**config.mk**
```make
export PLATFORM = sky130hd
export DESIGN_NAME = sqrt_post_scale_flat
export DESIGN_NICKNAME = d
export VERILOG_FILES = /design/src/rtl/sqrt_cordic_pkg.sv /design/src/rtl/sqrt_post_scale_if.sv /design/src/rtl/seq_shift_add_mul.sv /design/src/rtl/sqrt_post_scale.sv /design/src/flat_wrapper.sv
export SDC_FILE = /design/constraint.sdc
export NUM_CORES = 1
export LEC_CHECK = 0
export ABC_AREA = 1
export CORE_MARGIN = 5
export CORE_UTILIZATION = 40
export DETAILED_ROUTE_END_ITERATION = 7
export PLACE_DENSITY = 0.54
export SLEW_MARGIN = 10
export SYNTH_ARGS = -nofsm -noshare
export SYNTH_HDL_FRONTEND = slang
export SYNTH_SLANG_ARGS = --single-unit
```
**constraint.sdc**
```tcl
create_clock -name clk -period 3.8 [get_ports clk]
set_clock_uncertainty 0.2 [all_clocks]
set_input_delay 0.76 -clock clk [delete_from_list [all_inputs] [get_ports clk]]
set_output_delay 0.76 -clock clk [all_outputs]
set_load 0.02 [all_outputs]
```
**src/rtl/sqrt_cordic_pkg.sv**
```systemverilog
// ----------------------------------------------------------------------------
// sqrt_cordic_pkg : shared constants and state encoding for the CORDIC sqrt path
// Revision: 1.0
// ----------------------------------------------------------------------------
`default_nettype none

package sqrt_cordic_pkg;

  localparam int W       = 22;
  localparam int OUT_W   = 32;
  localparam int SHIFT_W = 4;
  localparam int FRAC    = 20;

  localparam logic [SHIFT_W-1:0] K_MAX    = SHIFT_W'(10);
  localparam logic [W-1:0]       INV_GAIN = 22'h1351E8;

  typedef enum logic [1:0] {
    IDLE = 2'd0,
    MUL  = 2'd1,
    NORM = 2'd2,
    DONE = 2'd3
  } state_t;

endpackage

`default_nettype wire

```
**src/rtl/sqrt_post_scale_if.sv**
```systemverilog
// ----------------------------------------------------------------------------
// sqrt_post_scale_if : operand/result handshake bundle of the sqrt output stage
// Revision: 1.0
// ----------------------------------------------------------------------------
`default_nettype none

interface sqrt_post_scale_if;
  import sqrt_cordic_pkg::*;

  logic               in_valid;
  logic               in_ready;
  logic [W-1:0]       x_in;
  logic [SHIFT_W-1:0] k_in;
  logic               out_valid;
  logic               out_ready;
  logic [OUT_W-1:0]   sqrt_out;
  logic               err;

  modport slave (
    input  in_valid, x_in, k_in, out_ready,
    output in_ready, out_valid, sqrt_out, err
  );

  modport master (
    output in_valid, x_in, k_in, out_ready,
    input  in_ready, out_valid, sqrt_out, err
  );

endinterface

`default_nettype wire

```
**src/rtl/seq_shift_add_mul.sv**
```systemverilog
// ----------------------------------------------------------------------------
// seq_shift_add_mul : W x W unsigned serial multiplier, one b bit per cycle
// Revision: 1.0
// ----------------------------------------------------------------------------
`default_nettype none

module seq_shift_add_mul
  import sqrt_cordic_pkg::*;
(
  input  logic           clk,
  input  logic           reset,
  input  logic           start,
  input  logic [W-1:0]   a,
  input  logic [W-1:0]   b,
  output logic           busy,
  output logic           done,
  output logic [2*W-1:0] product
);

  localparam logic [4:0] c_last = 5'(W - 1);

  logic [2*W-1:0] r_a;
  logic [W-1:0]   r_b;
  logic [2*W-1:0] r_acc;
  logic [4:0]     r_cnt;
  logic           r_busy;
  logic           r_done;

  // a is pre-shifted each cycle so only an adder is needed, not a barrel shifter
  always_ff @(posedge clk) begin
    if (!reset) begin
      r_a    <= '0;
      r_b    <= '0;
      r_acc  <= '0;
      r_cnt  <= '0;
      r_busy <= 1'b0;
      r_done <= 1'b0;
    end else begin
      r_done <= 1'b0;
      if (start) begin
        r_a    <= {{W{1'b0}}, a};
        r_b    <= b;
        r_acc  <= '0;
        r_cnt  <= '0;
        r_busy <= 1'b1;
      end else if (r_busy) begin
        if (r_b[0]) begin
          r_acc <= r_acc + r_a;
        end
        r_a   <= r_a << 1;
        r_b   <= r_b >> 1;
        r_cnt <= r_cnt + 5'd1;
        if (r_cnt == c_last) begin
          r_busy <= 1'b0;
          r_done <= 1'b1;
        end
      end
    end
  end

  assign busy    = r_busy;
  assign done    = r_done;
  assign product = r_acc;

endmodule

`default_nettype wire

```
**src/rtl/sqrt_post_scale.sv**
```systemverilog
// ----------------------------------------------------------------------------
// sqrt_post_scale : removes CORDIC gain and input normalisation from K*sqrt(a)
// Optional rounding: SQRT_POST_ROUND_EN.  Revision: 1.0
// ----------------------------------------------------------------------------
`default_nettype none

module sqrt_post_scale
  import sqrt_cordic_pkg::*;
(
  input  logic             clk,
  input  logic             reset,
  sqrt_post_scale_if.slave bus
);

  state_t             r_state;
  state_t             w_state_next;
  logic               w_start;
  logic               w_mul_busy;
  logic               w_mul_done;
  logic [W-1:0]       w_operand;
  logic [W-1:0]       w_p;
  logic [2*W-1:0]     w_prod;
  logic [SHIFT_W-1:0] r_k;
  logic               r_err;
  logic [OUT_W-1:0]   r_sqrt;

  // a negative X cannot come from a legal sqrt operand, so it is treated as zero
  assign w_operand = bus.x_in[W-1] ? '0 : bus.x_in;

  seq_shift_add_mul u_mul (
    .clk     (clk),
    .reset   (reset),
    .start   (w_start),
    .a       (w_operand),
    .b       (INV_GAIN),
    .busy    (w_mul_busy),
    .done    (w_mul_done),
    .product (w_prod)
  );

  always_comb begin
    w_state_next = r_state;
    w_start      = 1'b0;
    case (r_state)
      IDLE: begin
        if (bus.in_valid && !w_mul_busy) begin
          w_start      = 1'b1;
          w_state_next = MUL;
        end
      end
      MUL:     if (w_mul_done) w_state_next = NORM;
      NORM:    w_state_next = DONE;
      DONE:    if (bus.out_ready) w_state_next = IDLE;
      default: w_state_next = IDLE;
    endcase
  end

  always_ff @(posedge clk) begin
    if (!reset) begin
      r_state <= IDLE;
    end else begin
      r_state <= w_state_next;
    end
  end

`ifdef SQRT_POST_ROUND_EN
  assign w_p = w_prod[FRAC+W-1:FRAC] + {{(W-1){1'b0}}, w_prod[FRAC-1]};
`else
  assign w_p = w_prod[FRAC+W-1:FRAC];
`endif

  always_ff @(posedge clk) begin
    if (!reset) begin
      r_k    <= '0;
      r_err  <= 1'b0;
      r_sqrt <= '0;
    end else begin
      if (w_start) begin
        r_k   <= (bus.k_in > K_MAX) ? K_MAX : bus.k_in;
        r_err <= bus.x_in[W-1] | (bus.k_in > K_MAX);
      end
      if (r_state == NORM) begin
        r_sqrt <= {{(OUT_W-W){1'b0}}, w_p} << r_k;
      end
    end
  end

  assign bus.in_ready  = (r_state == IDLE);
  assign bus.out_valid = (r_state == DONE);
  assign bus.sqrt_out  = r_sqrt;
  assign bus.err       = r_err;

endmodule

`default_nettype wire

```
**src/flat_wrapper.sv**
```systemverilog
// flat-port wrapper written by rule: the top's interface ports become plain ports
module sqrt_post_scale_flat import sqrt_cordic_pkg::*;
  (clk, reset, bus_in_valid, bus_x_in, bus_k_in, bus_out_ready, bus_in_ready, bus_out_valid, bus_sqrt_out, bus_err);
  sqrt_post_scale_if bus_i ();
  input  logic clk;
  input  logic reset;
  input wire logic [$bits(bus_i.in_valid)-1:0] bus_in_valid;
  input wire logic [$bits(bus_i.x_in)-1:0] bus_x_in;
  input wire logic [$bits(bus_i.k_in)-1:0] bus_k_in;
  input wire logic [$bits(bus_i.out_ready)-1:0] bus_out_ready;
  output wire logic [$bits(bus_i.in_ready)-1:0] bus_in_ready;
  output wire logic [$bits(bus_i.out_valid)-1:0] bus_out_valid;
  output wire logic [$bits(bus_i.sqrt_out)-1:0] bus_sqrt_out;
  output wire logic [$bits(bus_i.err)-1:0] bus_err;
  assign bus_i.in_valid = bus_in_valid;
  assign bus_i.x_in = bus_x_in;
  assign bus_i.k_in = bus_k_in;
  assign bus_i.out_ready = bus_out_ready;
  assign bus_in_ready = bus_i.in_ready;
  assign bus_out_valid = bus_i.out_valid;
  assign bus_sqrt_out = bus_i.sqrt_out;
  assign bus_err = bus_i.err;
  sqrt_post_scale u_core (.clk(clk), .reset(reset), .bus(bus_i));
endmodule
```
==> flow_summary.json <==
{
  "finalCritPeriodShare_pct": 70.3,
  "layout_commonest_cell": "nand2_1",
  "grt_pass1_vias": 9081,
  "routed_wl_mm": 28.4,
  "critPathKind": "reg -> out",
  "antenna_found_initial": 0,
  "portBuffers": 64,
  "ir_drop_uv": 281,
  "yosys-mux-area-fraction_pct": 1.12,
  "num-fill-cells": 2626,
  "place_congestion": 0.896,
  "synth_cells": 1617,
  "critPathCaptureType": "primary output",
  "post_cts_buffers": 0,
  "setup_violations": 0,
  "wl_per_cell_um": 14.3,
  "critPathMaxFanout": 4,
  "tritoncts": "done",
  "yosys_warnings": 0,
  "path_delay_family": "buffers and inverters",
  "hold_path.class": "reg -> reg",
  "clock.fmax_mhz": 374,
  "ff2ff_setup_slack_ns": 1.16,
  "drt_iter0_drc": 627,
  "postSynthAreaPerCell_sq_um": 6.06,
  "synth-compound-area-share_pct": 14.0,
  "final_cells": 1992,
  "synth_adder_area_share_pct": 6.21,
  "dp_cells": 1960,
  "crit_required_ns": 2.84,
  "leakagePower_nw": 5.48,
  "clkTransAtPathRegs_ns": 0.08,
  "die_h_um": 167,
  "slew_viol_final": 0,
  "synthXorXnorAreaFrac_pct": 1.88,
  "dp_hpwl_mm": 21.8,
  "area_growth_pct": 15.4,
  "r2r_end": "u_core.u_mul.product[40]",
  "timing.final.hold_violations": 0,
  "cts-buffers-inserted": 17,
  "cp_cell_sequence": "inv_1, ha_1, clkdlybuf4s50_1",
  "cts.repair.resized": 0,
  "max_stage_delay_ns": 0.62,
  "p_per_area_nw_per_um2": 432,
  "synth-simple-area-share_pct": 33.5,
  "hp-start": "u_core.u_mul.r_b[1]",
  "core_area_sq_um": 24200,
  "synthDistinctLibCells": 40,
  "holdPathStages": 2,
  "status": "finished, final reports clean",
  "slowest_stage": "clkdlybuf4s50_1",
  "nets": 1733,
  "ios": 65,
  "grt_pass1_wl_mm": 46.9,
  "insertion_delay_ns": 0.45,
  "drc": 0,
  "holdPathEnd": "u_core.u_mul.r_b[1]",
  "setup-tns-final_ns": 0,
  "setup_ws_ns": 1.13,
  "critPathArrivalTime_ns": 1.71,
  "vias_per_cell": 4.80,
  "synth_edf_count": 0,
  "tightest_slew_ns": 0.918,
  "p_total_w": 0.00488,
  "critPathBufInv": 2,
  "hold_buffers": 0,
  "fin_crit_ns": 2.67,
  "synth_nets": 1695,
  "clockRootBuffer": "clkbuf_16",
  "syn_area_sq_um": 9800,
  "final_cell_mix": "nand2_1, inv_1, dfxtp_1",
  "synth_top_family_by_area": "simple AND/OR/NAND/NOR gates",
  "track_usage_pct": 20.5,
  "drt-pass1-iter-count": 7,
  "ys_ff_latch": 151,
  "critPathLaunchType": "register",
  "routed-via-count": 9561,
  "worstRegToRegCells": 15,
  "maxCapViolCount": 0,
  "die_x_um": 167,
  "clkSinkCount": 151,
  "final_layout_size_suffix_gt1_share_pct": 4.32,
  "max_slew_margin_pct": 38.4,
  "cp-startpoint": "u_core.r_state[1]",
  "async_reset_ff_share_pct": 0,
  "initial_utilization_pct": 40.4,
  "antenna_cells": 0,
  "grt_max_degree": 61,
  "rr_startpoint": "u_core.u_mul.r_a[0]",
  "ys_seq_area_share_pct": 30.9,
  "std_cell_rows": 57,
  "postRouteAntennaNets": 0,
  "ys.flop_type": "dfxtp_1",
  "htree_levels": 4,
  "die_area_sq_um": 27700,
  "rsz0062_at_grt": "false",
  "grt-ovfl-total": 0,
  "cts.path.max_buffers": 2,
  "pre_cts_ws_ns": 0.943
}
-- per-stage QoR --
step | area [sq um] | hold slack [ns] | util (%)
4_1_cts | 11300 | 0.265 | 46.6
3_3_place_gp | 10700 | 0.250 | 44.1
2_1_floorplan | 9800 | 0.238 | -
6_report | 11300 | 0.263 | 46.6
3_5_place_dp | 10700 | 0.255 | 44.1
5_1_grt | 11300 | 0.277 | 46.6
-- worst max-delay path by stage --
stage / to / slack [ns] / cells after the start
detailed placement: u_core.u_mul.product[16] / 0.94 / 9
CTS: bus_in_ready / 1.11 / 3
global route: u_core.u_mul.product[36] / 0.95 / 14
finish: bus_in_ready / 1.13 / 3
floorplan: u_core.u_mul.product[28] / 1.70 / 14
global placement: u_core.u_mul.product[16] / 0.98 / 9
-- cell type report --
type,count,area [sq um],area share (%)
tap,324,405,3.59
sequential,151,3020,26.7
clock inverter,15,181,1.60
inverter,250,938,8.30
clock buffer,17,425,3.76
multi-input combinational,1156,5550,49.1
timing repair buffer,79,778,6.88
-- state kept, by name, summed over array words and instances, names as in the netlist --
register / cells
u_core.u_mul.product: 42
u_core.bus.err: 1
u_core.u_mul.r_b: 21
u_core.u_mul.r_a: 42
u_core.r_state: 2
u_core.bus.sqrt_out: 32
u_core.r_k: 4
u_core.u_mul.done: 1
u_core.u_mul.busy: 1
u_core.u_mul.r_cnt: 5
-- worst reg2reg max path: stages, from the launching register on --
cell and delay [ns]:
dfxtp_1 0.36, ha_1 0.21, inv_1 0.07, fa_1 0.40, inv_1 0.12, nand2_1 0.07, nand2_1 0.08, nand3_1 0.10
nand2_1 0.19, nand2_1 0.10, nand3_2 0.16, nand2_1 0.10, nand3_1 0.08, nand3_1 0.14, nand2_1 0.12, inv_1 0.04
-- cell usage after synthesis, types with 2 or more instances --
cell type / instances / area share, %
a21o_1: 2 / 0.15
a21oi_1: 122 / 6.2
a22oi_1: 3 / 0.23
a31oi_1: 16 / 1.0
buf_1: 8 / 0.31
buf_2: 20 / 1.0
buf_4: 3 / 0.23
buf_6: 3 / 0.34
clkbuf_1: 26 / 1.0
clkinv_1: 3 / 0.11
dfxtp_1: 151 / 31
ha_1: 47 / 6.0
inv_1: 245 / 9.4
inv_2: 2 / 0.077
mux2i_1: 11 / 1.1
nand2_1: 562 / 22
nand2_2: 3 / 0.19
nand3_1: 78 / 4.0
nand3_2: 6 / 0.61
nand4_1: 4 / 0.26
nor2_1: 136 / 5.2
nor2_2: 7 / 0.45
nor3_1: 9 / 0.46
nor4_1: 2 / 0.13
o21ai_0: 103 / 5.3
o21ai_1: 4 / 0.20
o21bai_1: 5 / 0.38
o22ai_1: 2 / 0.13
or2_0: 2 / 0.13
or2_2: 3 / 0.19
xnor2_1: 2 / 0.18
xor2_1: 19 / 1.7
-- routing by layer --
metal	up-vias	routed length (um)	GRT usage (%)
met3	42	814	2.92
li1	5135	-	-
met5	-	0	0
met1	4233	13700	27.1
met2	151	13200	34.7
met4	0	750	6.69
-- power by group --
part | switching [W] | internal [W] | leakage [nW]
combinational | 0.000868 | 0.000412 | 3.97
clock | 0.000844 | 0.000890 | 0.289
sequential | 0.000131 | 0.00173 | 1.22
-- kinds of logic (layout without fill, tap and decap cells) --
family,after synthesis,count (layout)
AOI/OAI and AO/OA,261,261
DFF,151,151
buffers and inverters,310,361
and+or+nand+nor,815,815
adders and majority gates,48,48
muxes,11,11
xor gates and xnor gates,21,21
(Power assumes the default switching activity.)
